File: config.mk
export PLATFORM = sky130hd
export DESIGN_NAME = lc_feeder_flat
export DESIGN_NICKNAME = d
export VERILOG_FILES = /design/src/rtl/lc_pkg.sv /design/src/rtl/lc_feeder_if.sv /design/src/rtl/lc_fifo.sv /design/src/rtl/lc_feeder.sv /design/src/flat_wrapper.sv
export SDC_FILE = /design/constraint.sdc
export NUM_CORES = 1
export LEC_CHECK = 0
export CORE_MARGIN = 2
export CORE_UTILIZATION = 40
export CTS_CLUSTER_DIAMETER = 40
export DETAILED_ROUTE_END_ITERATION = 16
export DONT_BUFFER_PORTS = 1
export PLACE_DENSITY = 0.59
export SKIP_LAST_GASP = 1
export SYNTH_ARGS = -nofsm -noshare
export SYNTH_HDL_FRONTEND = slang
export SYNTH_SLANG_ARGS = --single-unit
File: constraint.sdc
create_clock -name clk -period 18 [get_ports clk]
set_input_delay 3.6 -clock clk [delete_from_list [all_inputs] [get_ports clk]]
set_output_delay 3.6 -clock clk [all_outputs]
set_load 0.005 [all_outputs]
File: src/rtl/lc_pkg.sv
// ---------------------------------------------------------------------------
// lc_pkg
// Shared types and constants for the lc operand feeder.
//   lc_data_t        : one signed 32-bit operand, passed through bit-exact
//   lc_pair_t        : one (a, b) operand pair as stored in the FIFO
//   lc_feed_state_t  : burst sequencer states
//   LC_CNT_W         : width of the element/gap counters and vec_count
//   lc_cnt_w()       : width of a FIFO occupancy count for a given depth
// ---------------------------------------------------------------------------
package lc_pkg;

    typedef int lc_data_t;

    typedef struct packed {
        lc_data_t a;
        lc_data_t b;
    } lc_pair_t;

    typedef enum logic [1:0] {
        IDLE   = 2'd0,
        STREAM = 2'd1,
        GAP    = 2'd2,
        DONE   = 2'd3
    } lc_feed_state_t;

    localparam int LC_CNT_W = 16;

    // Occupancy counter must represent 0..depth inclusive.
    function automatic int lc_cnt_w(input int depth);
        return $clog2(depth) + 1;
    endfunction

endpackage

File: src/rtl/lc_feeder_if.sv
// ---------------------------------------------------------------------------
// lc_feeder_if
// Bundles the operand-source handshake and the MAC-chain operand stream of
// the lc feeder.
//   enable                : permission to start a new burst
//   in_valid/in_ready     : source handshake, pair taken when both high
//   in_a/in_b             : incoming operand pair
//   a_out/b_out           : operands toward the lc stage (0 when idle)
//   out_valid/first/last  : burst framing for a_out/b_out
//   vec_done/vec_count    : completion pulse and completed-vector counter
// Modports:
//   master : the side that supplies operands and observes the stream
//   slave  : the feeder itself
// ---------------------------------------------------------------------------
interface lc_feeder_if;
    import lc_pkg::*;

    logic                enable;
    logic                in_valid;
    logic                in_ready;
    lc_data_t            in_a;
    lc_data_t            in_b;
    lc_data_t            a_out;
    lc_data_t            b_out;
    logic                out_valid;
    logic                out_first;
    logic                out_last;
    logic                vec_done;
    logic [LC_CNT_W-1:0] vec_count;

    modport master (
        output enable,
        output in_valid,
        output in_a,
        output in_b,
        input  in_ready,
        input  a_out,
        input  b_out,
        input  out_valid,
        input  out_first,
        input  out_last,
        input  vec_done,
        input  vec_count
    );

    modport slave (
        input  enable,
        input  in_valid,
        input  in_a,
        input  in_b,
        output in_ready,
        output a_out,
        output b_out,
        output out_valid,
        output out_first,
        output out_last,
        output vec_done,
        output vec_count
    );

endinterface

File: src/rtl/lc_fifo.sv
// ---------------------------------------------------------------------------
// lc_fifo
// Synchronous FIFO of (a, b) operand pairs with a registered read port so the
// storage array maps onto block RAM.
//   clk, rst : clock and synchronous active-high reset (empties the FIFO)
//   push     : write wr_data; ignored when full
//   pop      : read the head into rd_data on the next cycle; ignored when empty
//   wr_data  : pair to store
//   rd_data  : registered head pair, updated only on an accepted pop
//   full     : count == DEPTH
//   empty    : count == 0
//   count    : registered occupancy, 0..DEPTH
// A refused push at full is refused even if a pop is accepted in the same
// cycle, because full is decoded from the registered count.
// ---------------------------------------------------------------------------
module lc_fifo
    import lc_pkg::*;
#(
    parameter  int DEPTH = 16,
    localparam int CNT_W = lc_cnt_w(DEPTH),
    localparam int PTR_W = (DEPTH > 1) ? $clog2(DEPTH) : 1
) (
    input  logic             clk,
    input  logic             rst,
    input  logic             push,
    input  logic             pop,
    input  lc_pair_t         wr_data,
    output lc_pair_t         rd_data,
    output logic             full,
    output logic             empty,
    output logic [CNT_W-1:0] count
);

    lc_pair_t         mem [DEPTH];
    logic [PTR_W-1:0] wr_ptr_reg;
    logic [PTR_W-1:0] rd_ptr_reg;
    logic [CNT_W-1:0] count_reg;
    lc_pair_t         rd_data_reg;
    logic             push_ok;
    logic             pop_ok;

    assign full    = (count_reg == CNT_W'(DEPTH));
    assign empty   = (count_reg == '0);
    assign push_ok = push && !full;
    assign pop_ok  = pop && !empty;
    assign count   = count_reg;
    assign rd_data = rd_data_reg;

    // Explicit modulo-DEPTH wrap keeps DEPTH=1 legal as well.
    function automatic logic [PTR_W-1:0] ptr_inc(input logic [PTR_W-1:0] p);
        return (p == PTR_W'(DEPTH - 1)) ? '0 : p + 1'b1;
    endfunction

    always_ff @(posedge clk) begin
        if (rst) begin
            wr_ptr_reg <= '0;
            rd_ptr_reg <= '0;
            count_reg  <= '0;
        end else begin
            if (push_ok) begin
                wr_ptr_reg <= ptr_inc(wr_ptr_reg);
            end
            if (pop_ok) begin
                rd_ptr_reg <= ptr_inc(rd_ptr_reg);
            end
            case ({push_ok, pop_ok})
                2'b10:   count_reg <= count_reg + 1'b1;
                2'b01:   count_reg <= count_reg - 1'b1;
                default: count_reg <= count_reg;
            endcase
        end
    end

    // Storage array: no reset so it stays a plain RAM.
    always_ff @(posedge clk) begin
        if (push_ok) begin
            mem[wr_ptr_reg] <= wr_data;
        end
    end

    // Registered read. A pop never targets the slot being written in the same
    // cycle, because pops only occur while the FIFO is non-empty.
    always_ff @(posedge clk) begin
        if (rst) begin
            rd_data_reg <= '0;
        end else if (pop_ok) begin
            rd_data_reg <= mem[rd_ptr_reg];
        end
    end

endmodule

File: src/rtl/lc_feeder.sv
// ---------------------------------------------------------------------------
// lc_feeder
// Operand sequencer in front of the two-tap MAC chain. Buffers (a, b) pairs
// and, once a full vector of VEC_LEN pairs is buffered and enable is high,
// streams it one pair per cycle, then holds zeros for GAP_CYCLES cycles so the
// chain can drain, then pulses vec_done and bumps vec_count.
//   clk, rst : clock and synchronous active-high reset (aborts any burst)
//   bus      : lc_feeder_if.slave
//              enable, in_valid/in_ready, in_a/in_b      (source side)
//              a_out/b_out, out_valid/out_first/out_last (MAC side)
//              vec_done, vec_count                       (status)
// Every output is registered, so the visible stream lags the internal state
// by one cycle: a pair popped in cycle t is presented in cycle t+1, and the
// DONE state shows up as vec_done one cycle later.
// ---------------------------------------------------------------------------
module lc_feeder
    import lc_pkg::*;
#(
    parameter int VEC_LEN    = 8,
    parameter int DEPTH      = 16,
    parameter int GAP_CYCLES = 4
) (
    input logic        clk,
    input logic        rst,
    lc_feeder_if.slave bus
);

    localparam int CNT_W = lc_cnt_w(DEPTH);
    localparam logic [LC_CNT_W-1:0] ELEM_LAST = LC_CNT_W'(VEC_LEN - 1);
    localparam logic [LC_CNT_W-1:0] GAP_LAST  =
        LC_CNT_W'((GAP_CYCLES > 0) ? (GAP_CYCLES - 1) : 0);

    // FIFO connection
    lc_pair_t         wr_pair;
    lc_pair_t         rd_pair;
    logic             fifo_full;
    logic             fifo_empty;
    logic [CNT_W-1:0] fifo_count;
    logic             push;
    logic             pop;
    logic             stream_pop;

    // Sequencer state
    lc_feed_state_t      state_reg;
    lc_feed_state_t      state_next;
    logic [LC_CNT_W-1:0] elem_reg;
    logic [LC_CNT_W-1:0] elem_next;
    logic [LC_CNT_W-1:0] gap_reg;
    logic [LC_CNT_W-1:0] gap_next;
    logic                start_ok;

    // Registered outputs
    logic                out_valid_reg;
    logic                out_first_reg;
    logic                out_last_reg;
    logic                vec_done_reg;
    logic [LC_CNT_W-1:0] vec_count_reg;

    // in_ready depends on the registered occupancy only, never on a pop in
    // flight, so the source sees a clean registered-style ready.
    assign bus.in_ready = !fifo_full;
    assign push         = bus.in_valid && !fifo_full;
    assign wr_pair.a    = bus.in_a;
    assign wr_pair.b    = bus.in_b;

    lc_fifo #(
        .DEPTH (DEPTH)
    ) u_fifo (
        .clk     (clk),
        .rst     (rst),
        .push    (push),
        .pop     (pop),
        .wr_data (wr_pair),
        .rd_data (rd_pair),
        .full    (fifo_full),
        .empty   (fifo_empty),
        .count   (fifo_count)
    );

    // A burst is only launched with the whole vector already buffered, so
    // the chain never sees a bubble inside a vector.
    assign start_ok = bus.enable && (fifo_count >= CNT_W'(VEC_LEN));

    // STREAM never underflows given start_ok; the empty guard is defensive.
    assign pop = stream_pop && !fifo_empty;

    always_ff @(posedge clk) begin
        if (rst) begin
            state_reg <= IDLE;
            elem_reg  <= '0;
            gap_reg   <= '0;
        end else begin
            state_reg <= state_next;
            elem_reg  <= elem_next;
            gap_reg   <= gap_next;
        end
    end

    always_comb begin
        state_next = state_reg;
        elem_next  = elem_reg;
        gap_next   = gap_reg;
        stream_pop = 1'b0;
        case (state_reg)
            IDLE: begin
                elem_next = '0;
                gap_next  = '0;
                if (start_ok) begin
                    state_next = STREAM;
                end
            end
            STREAM: begin
                stream_pop = 1'b1;
                if (elem_reg == ELEM_LAST) begin
                    elem_next  = '0;
                    state_next = (GAP_CYCLES == 0) ? DONE : GAP;
                end else begin
                    elem_next = elem_reg + 1'b1;
                end
            end
            GAP: begin
                if (gap_reg == GAP_LAST) begin
                    gap_next   = '0;
                    state_next = DONE;
                end else begin
                    gap_next = gap_reg + 1'b1;
                end
            end
            DONE: begin
                // Always return through IDLE so bursts are separated.
                state_next = IDLE;
            end
            default: begin
                state_next = IDLE;
            end
        endcase
    end

    always_ff @(posedge clk) begin
        if (rst) begin
            out_valid_reg <= 1'b0;
            out_first_reg <= 1'b0;
            out_last_reg  <= 1'b0;
            vec_done_reg  <= 1'b0;
            vec_count_reg <= '0;
        end else begin
            out_valid_reg <= pop;
            out_first_reg <= pop && (elem_reg == '0);
            out_last_reg  <= pop && (elem_reg == ELEM_LAST);
            vec_done_reg  <= (state_reg == DONE);
            if (state_reg == DONE) begin
                vec_count_reg <= vec_count_reg + 1'b1;
            end
        end
    end

    // The FIFO read register holds its last value after a burst, so each
    // operand lane is forced to zero whenever the stream is not valid; the
    // MAC accumulators then see +0 while idle or draining.
    logic [1:0][31:0] rd_lanes;
    logic [1:0][31:0] out_lanes;

    assign rd_lanes = {rd_pair.a, rd_pair.b};

    for (genvar gi = 0; gi < 2; gi++) begin : g_lane
        assign out_lanes[gi] = out_valid_reg ? rd_lanes[gi] : 32'd0;
    end

    assign bus.a_out     = out_lanes[1];
    assign bus.b_out     = out_lanes[0];
    assign bus.out_valid = out_valid_reg;
    assign bus.out_first = out_first_reg;
    assign bus.out_last  = out_last_reg;
    assign bus.vec_done  = vec_done_reg;
    assign bus.vec_count = vec_count_reg;

endmodule
File: src/flat_wrapper.sv
// flat-port wrapper written by rule: the top's interface ports become plain ports
module lc_feeder_flat import lc_pkg::*;
#(
    parameter int VEC_LEN    = 8,
    parameter int DEPTH      = 16,
    parameter int GAP_CYCLES = 4
)
  (clk, rst, bus_enable, bus_in_valid, bus_in_a, bus_in_b, bus_in_ready, bus_a_out, bus_b_out, bus_out_valid, bus_out_first, bus_out_last, bus_vec_done, bus_vec_count);
  lc_feeder_if bus_i ();
  input logic clk;
  input logic rst;
  input wire logic [$bits(bus_i.enable)-1:0] bus_enable;
  input wire logic [$bits(bus_i.in_valid)-1:0] bus_in_valid;
  input wire logic [$bits(bus_i.in_a)-1:0] bus_in_a;
  input wire logic [$bits(bus_i.in_b)-1:0] bus_in_b;
  output wire logic [$bits(bus_i.in_ready)-1:0] bus_in_ready;
  output wire logic [$bits(bus_i.a_out)-1:0] bus_a_out;
  output wire logic [$bits(bus_i.b_out)-1:0] bus_b_out;
  output wire logic [$bits(bus_i.out_valid)-1:0] bus_out_valid;
  output wire logic [$bits(bus_i.out_first)-1:0] bus_out_first;
  output wire logic [$bits(bus_i.out_last)-1:0] bus_out_last;
  output wire logic [$bits(bus_i.vec_done)-1:0] bus_vec_done;
  output wire logic [$bits(bus_i.vec_count)-1:0] bus_vec_count;
  assign bus_i.enable = bus_enable;
  assign bus_i.in_valid = bus_in_valid;
  assign bus_i.in_a = bus_in_a;
  assign bus_i.in_b = bus_in_b;
  assign bus_in_ready = bus_i.in_ready;
  assign bus_a_out = bus_i.a_out;
  assign bus_b_out = bus_i.b_out;
  assign bus_out_valid = bus_i.out_valid;
  assign bus_out_first = bus_i.out_first;
  assign bus_out_last = bus_i.out_last;
  assign bus_vec_done = bus_i.vec_done;
  assign bus_vec_count = bus_i.vec_count;
  lc_feeder #(.VEC_LEN(VEC_LEN), .DEPTH(DEPTH), .GAP_CYCLES(GAP_CYCLES)) u_core (.clk(clk), .rst(rst), .bus(bus_i));
endmodule
==> flow_summary.toml, run 1 <==
[status]
status = "completed"

[setup_path]
worstSetupPathType = "input port to register"
crit_start = "bus_in_valid"
max_stage_delay_ns = 0.78
crit_fanout = 43
r2r-end = "u_core.u_fifo.rd_data[17]"
endpoint_kind = "register"
reg2reg_from = "u_core.u_fifo.rd_ptr_reg[0]"
critPathArrivalTime_ns = 6.45
crit_family = "simple AND/OR/NAND/NOR gates"
critPathBufInv = 1
critPathLaunchType = "input port"
cp_num_cells = 4
slowest_stage = "nor2_4"
crit_required_ns = 18.35
path_cells = "a21boi_1 -> nand2_1 -> nor2_4 -> buf_4"
r2r_slack_ns = 13.06
reg2reg_depth = 7
endpoint = "u_core.u_fifo.mem[11][17]"

[floorplan]
die-area_mm2 = 0.113
start_util_pct = 40.4
ios = 153
die_x_um = 336
coreArea_mm2 = 0.109
die_h_um = 336
rows = 121

[global_route]
grt_first_pass_wirelength_um = 145000
antenna_found_initial = 2
grt_max_degree = 165
overflow = 0
grt_pass1_vias = 22608
grt_usage_pct = 17.3

[cts]
cts_sinks = 1155
htree_levels = 4
cts_resized = 0
postCtsSetupBuffers = 0
numCtsBuffers = 147
path_clk_slew_ns = 0.05
cts_root_buf = "clkbuf_16"
ctsHoldBuffers = 0
tritoncts = "built"
clk_latency_ns = 0.74
clk_path_buf_depth = 3

[final_layout]
largest_reg_flops = 1024
drive_gt1_share_pct = 23.5
finalNetCount = 2353
area.growth.synth_to_final_pct = 15.1
final_area_mm2 = 0.0509
antenna_cells = 0
instances_no_fill = 3861

[yosys]
synth_top_area_share_pct = 69.5
syn_nets = 2297
syn_inst = 2212
ys_seq_area_share_pct = 75.5
ys_warn_count = 0
synth_cell_types = 58
synth_commonest_cells = "edfxtp_1 (1,024), mux4_2 (256), dfxtp_1 (131)"
syn_avg_cell_area_um2 = 20.0
synth_async_sr_flop_share_pct = 0
mappedNetlistArea_mm2 = 0.0442
synth.top_cells.by_area = "edfxtp_1 (70%), mux4_2 (13%), dfxtp_1 (5.9%)"
synth_ff_type = "edfxtp_1"
synth_seq_cells = 1155
yosysMostFrequentCell = "edfxtp_1"
synth_edf_count = 1024
synth_top_cell_by_area = "edfxtp_1"

[sta]
clock_skew_ns = 0.0290
min_period_ns = 6.10
maxSlewHeadroom_pct = 15.3
fin_crit_sh_pct = 33.9
finalSetupTns_ns = 0
tightest_slew_ns = 1.26
finalMaxSlewViolations = 0
hold_viol_final = 0
rsz0062_at_grt = "false"
max_freq_mhz = 164
final-setup-viol-count = 0

[detailed_routing]
dr.pass1.iters = 6
drc = 0
ant_nets = 0
drtIter0Drc = 1889
wirelength_um = 96300
post_drt_via_cell_ratio = 5.52
vias = 21310
wl_per_cell_um = 24.9

[place]
dp_hpwl_um = 52200
placed_area_mm2 = 0.0460
place_inst = 3595
port_buffers = 0
gp_congestion = 0.777

[flow_run]
max_cap_viol_count = 0

[min_path]
hold_class = "register to register"

[pwr]
p_total_mw = 6.17
leakagePower_nw = 15.5
p_per_area_mw_per_mm2 = 121
ir_drop_mv = 0.0879
-- layout make-up --
| cell class | count | area (um2) |
|---|---|---|
| clock inverter | 99 | 1100 |
| tap | 1476 | 1850 |
| clock buffer | 167 | 3810 |
| multi-input combinational | 915 | 10400 |
| inverter | 12 | 45.0 |
| sequential | 1155 | 33400 |
| timing repair buffer | 37 | 303 |
| fill | 9080 | 58400 |
-- metal layers --
layer	up-vias	routed length, um	track usage [%]
met5	-	0	0
met2	561	47800	28.8
met3	149	6160	4.34
li1	9270	-	-
met1	11330	40500	22.5
met4	0	1890	5.11
-- cell families after synthesis --
kind of cell	share of synthesized area, %
AOI/OAI and AO/OA	4.44
xor gates and xnor gates	0.456
adders and majority gates	0.481
buffers and inverters	1.29
DFF	75.5
muxes	14.7
and+or+nand+nor	3.20
-- power breakdown --
part	switching [mW]	leakage, nW	internal [mW]	total, mW
clock	1.13	2.38	1.78	2.91
sequential	0.0267	10.3	2.96	2.99
combinational	0.142	2.79	0.130	0.273
total	1.30	15.5	4.87	6.17
-- worst min-delay path by stage --
| stage | from | to | slack, ns | depth (start not counted) |
|---|---|---|---|---|
| 4_1_cts | u_core.u_fifo.rd_data[21] | u_core.u_fifo.rd_data[21] | 0.47 | 1 |
| 6_report | u_core.u_fifo.rd_data[47] | u_core.u_fifo.rd_data[47] | 0.47 | 1 |
| 2_1_floorplan | u_core.u_fifo.rd_data[55] | u_core.u_fifo.rd_data[55] | 0.43 | 1 |
| 3_5_place_dp | u_core.u_fifo.rd_data[33] | u_core.u_fifo.rd_data[33] | 0.46 | 1 |
| 5_1_grt | u_core.u_fifo.rd_data[58] | u_core.u_fifo.rd_data[58] | 0.48 | 1 |
| 3_3_place_gp | u_core.u_fifo.rd_data[19] | u_core.u_fifo.rd_data[19] | 0.46 | 1 |
-- per-stage QoR --
step,hold WS (ns),setup slack (ns),util (%)
global placement,0.455,11.26,42.1
detailed placement,0.458,11.18,42.1
finish,0.471,11.90,46.6
floorplan,0.434,8.80,-
CTS,0.474,11.95,46.6
global route,0.485,11.70,46.6
-- layout by cell type (no fill, tap or decap), types with 11 or more instances in the layout --
cell       count
inv_1         12
a22oi_1       66
o21ai_0       80
mux4_2       256
nand2_1       45
clkbuf_16    149
dfxtp_1      126
nand3_1       20
and2_1        66
a21oi_1       27
edfxtp_1    1024
a22o_1        65
mux2i_1       69
ha_1          17
clkinv_1      18
nor2_4        14
inv_6         11
buf_4         35
clkbuf_1      17
nor2_1        46
clkinv_4      11
xor2_1        17
bufinv_16     17
clkinv_2      23
nand4_1       12
Power figures use the tool's default switching activity.
==> run 2, diff against run 1 <==
--- a/config.mk
+++ b/config.mk
@@ -10,7 +10,7 @@
 export CTS_CLUSTER_DIAMETER = 40
 export DETAILED_ROUTE_END_ITERATION = 16
 export DONT_BUFFER_PORTS = 1
-export PLACE_DENSITY = 0.59
+export PLACE_DENSITY = 0.61
 export SKIP_LAST_GASP = 1
 export SYNTH_ARGS = -nofsm -noshare
 export SYNTH_HDL_FRONTEND = slang
==> constraint.sdc (replaced) <==
create_clock -name clk -period 5.3 [get_ports clk]
set_input_delay 1.06 -clock clk [delete_from_list [all_inputs] [get_ports clk]]
set_output_delay 1.06 -clock clk [all_outputs]
set_load 0.005 [all_outputs]
==> run 2 against run 1 <==
Effect of this change:
- wire length is 5.6% higher
- first-iteration DRC count is 17% higher
- clock-buffer cell count is 7 higher
- sequential power grew to 3.4 times the previous value
- global-route usage is 0.91 points higher
- non-clock buffer count is 18 higher
- flip-flop and latch count stayed put
- largest power group is now clock
- die area stayed put
- clock skew is 0.0041 ns higher
==> flow_summary.toml, run 2 (same netlist as run 1, synthesis figures left out) <==
[final_layout]
largest_reg_flops = 1024
final_common_cell = "edfxtp_1"
ff_latch_area_mm2 = 0.0334
filler_cell_count = 9047
finalNetCount = 2370
layout_common_cells = "edfxtp_1 (1,024), mux4_2 (256), clkbuf_16 (149), dfxtp_1 (126), o21ai_0 (80)"
area.growth.synth_to_final_pct = 16.3
post-route-util_pct = 47.1
instances_no_fill = 3885
drive_gt1_share_pct = 24.3
multi_input_area_mm2 = 0.0104

[detailed_routing]
wirelength_um = 102000
ant_nets = 0
post_drt_via_cell_ratio = 5.64
vias = 21926
wl_per_cell_um = 26.2
drc = 0
drtIter0Drc = 2214
dr.pass1.iters = 5

[flow_run]
max_cap_viol_count = 0

[min_path]
worstHoldEndpoint = "u_core.bus.vec_count[0]"
hold_path_depth = 1
hold_class = "input port to register"
worstHoldStart = "rst"

[cts]
numCtsBuffers = 146
tritoncts = "built"
path_clk_slew_ns = 0.05
htree_levels = 4
clk_path_buf_depth = 3
ctsHoldBuffers = 0
postCtsSetupBuffers = 0
cts_sinks = 1155
cts_resized = 0
clk_latency_ns = 0.76
cts_root_buf = "clkbuf_16"

[setup_path]
critPathLaunchType = "register"
r2r-end = "u_core.u_fifo.count[4]"
crit_path_frequent_cell = "ha_1"
slowest_stage = "or4_1"
reg2reg_from = "u_core.u_fifo.count[1]"
crit_fanout = 10
r2r_slack_ns = 1.70
worstSetupPathType = "register to register"
crit_required_ns = 5.92
critPathArrivalTime_ns = 4.22
reg2reg_depth = 11
max_stage_delay_ns = 0.52
endpoint_kind = "register"
path_cells = "or4_1 -> o21ai_1 -> inv_1 -> ha_1 -> xor2_1 -> ha_1 -> nor2_1 -> nor3b_1 -> o21ai_0 -> a31oi_1 -> mux2_2"

[global_route]
overflow = 0
grt_use_met2_pct = 29.7
grt_first_pass_wirelength_um = 151000
grt_usage_pct = 18.2
use_met1_pct = 24.4
antenna_found_initial = 4
grt_max_degree = 65
grt_pass1_vias = 22829
grt.busiest_layer = "met2"
grt_use_met3_pct = 4.37

[floorplan]
die_x_um = 336
ios = 153
start_util_pct = 40.4
die_h_um = 336
rows = 121
die-area_mm2 = 0.113
coreArea_mm2 = 0.109

[place]
gp_congestion = 0.799
place_inst = 3613
port_buffers = 0
post-place-ws_ns = 1.51
dp_hpwl_um = 57200

[sta]
min_period_ns = 3.60
fin_crit_sh_pct = 67.9
rsz0062_at_grt = "false"
max_freq_mhz = 278
clock_skew_ns = 0.0330
tightest_slew_ns = 1.29
maxSlewHeadroom_pct = 13.1
worst_slack_ns = 1.70
finalMaxSlewViolations = 0
final-setup-viol-count = 0
finalSetupTns_ns = 0
holdWs_ns = 0.397
hold_viol_final = 0

[pwr]
p_per_area_mw_per_mm2 = 414
ir_drop_mv = 0.340
leakagePower_nw = 15.7

[status]
status = "completed"
run 2: changes by cell type in the layout (fill, tap and decap cells not counted), moves of 3 or more:
| cell | before | now |
|---|---|---|
| buf_12 | 2 | 16 |
| buf_4 | 35 | 39 |
| clkbuf_1 | 17 | 22 |
| clkinv_1 | 18 | 9 |
| clkinv_2 | 23 | 16 |
| clkinvlp_4 | 10 | 18 |
| inv_16 | 1 | 4 |
| nor3_2 | 4 | 0 |
| nor3_4 | 0 | 4 |
run 2: worst max path at each step:
stage                                      start                        end
final                     u_core.u_fifo.count[1]     u_core.u_fifo.count[4]
after global routing      u_core.u_fifo.count[1]     u_core.u_fifo.count[4]
after floorplan                     bus_in_valid    u_core.u_fifo.mem[7][0]
after global placement              bus_in_valid  u_core.u_fifo.mem[10][44]
after CTS                   u_core.bus.out_valid              bus_a_out[25]
after detailed placement            bus_in_valid   u_core.u_fifo.mem[1][17]
run 2: through the flow:
step / cell area, um2 / total power [mW]
6_report: 51400 / 21.3
2_1_floorplan: 44200 / 11.0
4_1_cts: 51400 / 21.5
3_3_place_gp: 46300 / 11.3
5_1_grt: 51400 / 22.0
3_5_place_dp: 46300 / 11.3
run 2: worst max-delay path: cells and delay by family (launching register included):
family	cells	cell delay [ns]
and+or+nand+nor	3	0.85
AOI/OAI and AO/OA	3	0.81
buffers and inverters	1	0.27
adders and majority gates	2	0.60
xor gates and xnor gates	1	0.21
DFF	1	0.39
muxes	1	0.35
run 2: power breakdown:
part | leakage, nW | total [mW] | internal [mW] | switching, mW
logic | 2.91 | 0.968 | 0.463 | 0.505
clock network | 2.44 | 10.2 | 6.23 | 3.96
registers | 10.3 | 10.1 | 10.0 | 0.0888
run 2: final cells by class:
type	instances	area share, %
clock inverters	96	2.44
inverters	12	0.0876
repair buffers	55	1.19
well taps	1476	3.59
diodes	2	0.00973
flip-flops and latches	1155	64.9
clock buffers	174	7.49
multi-input cells	915	20.3
run 2: layer usage:
| layer | up-vias | routed length [um] |
|---|---|---|
| met5 | - | 30 |
| met4 | 6 | 2230 |
| met3 | 166 | 7210 |
| met2 | 708 | 49700 |
| met1 | 11723 | 42600 |
| li1 | 9323 | - |
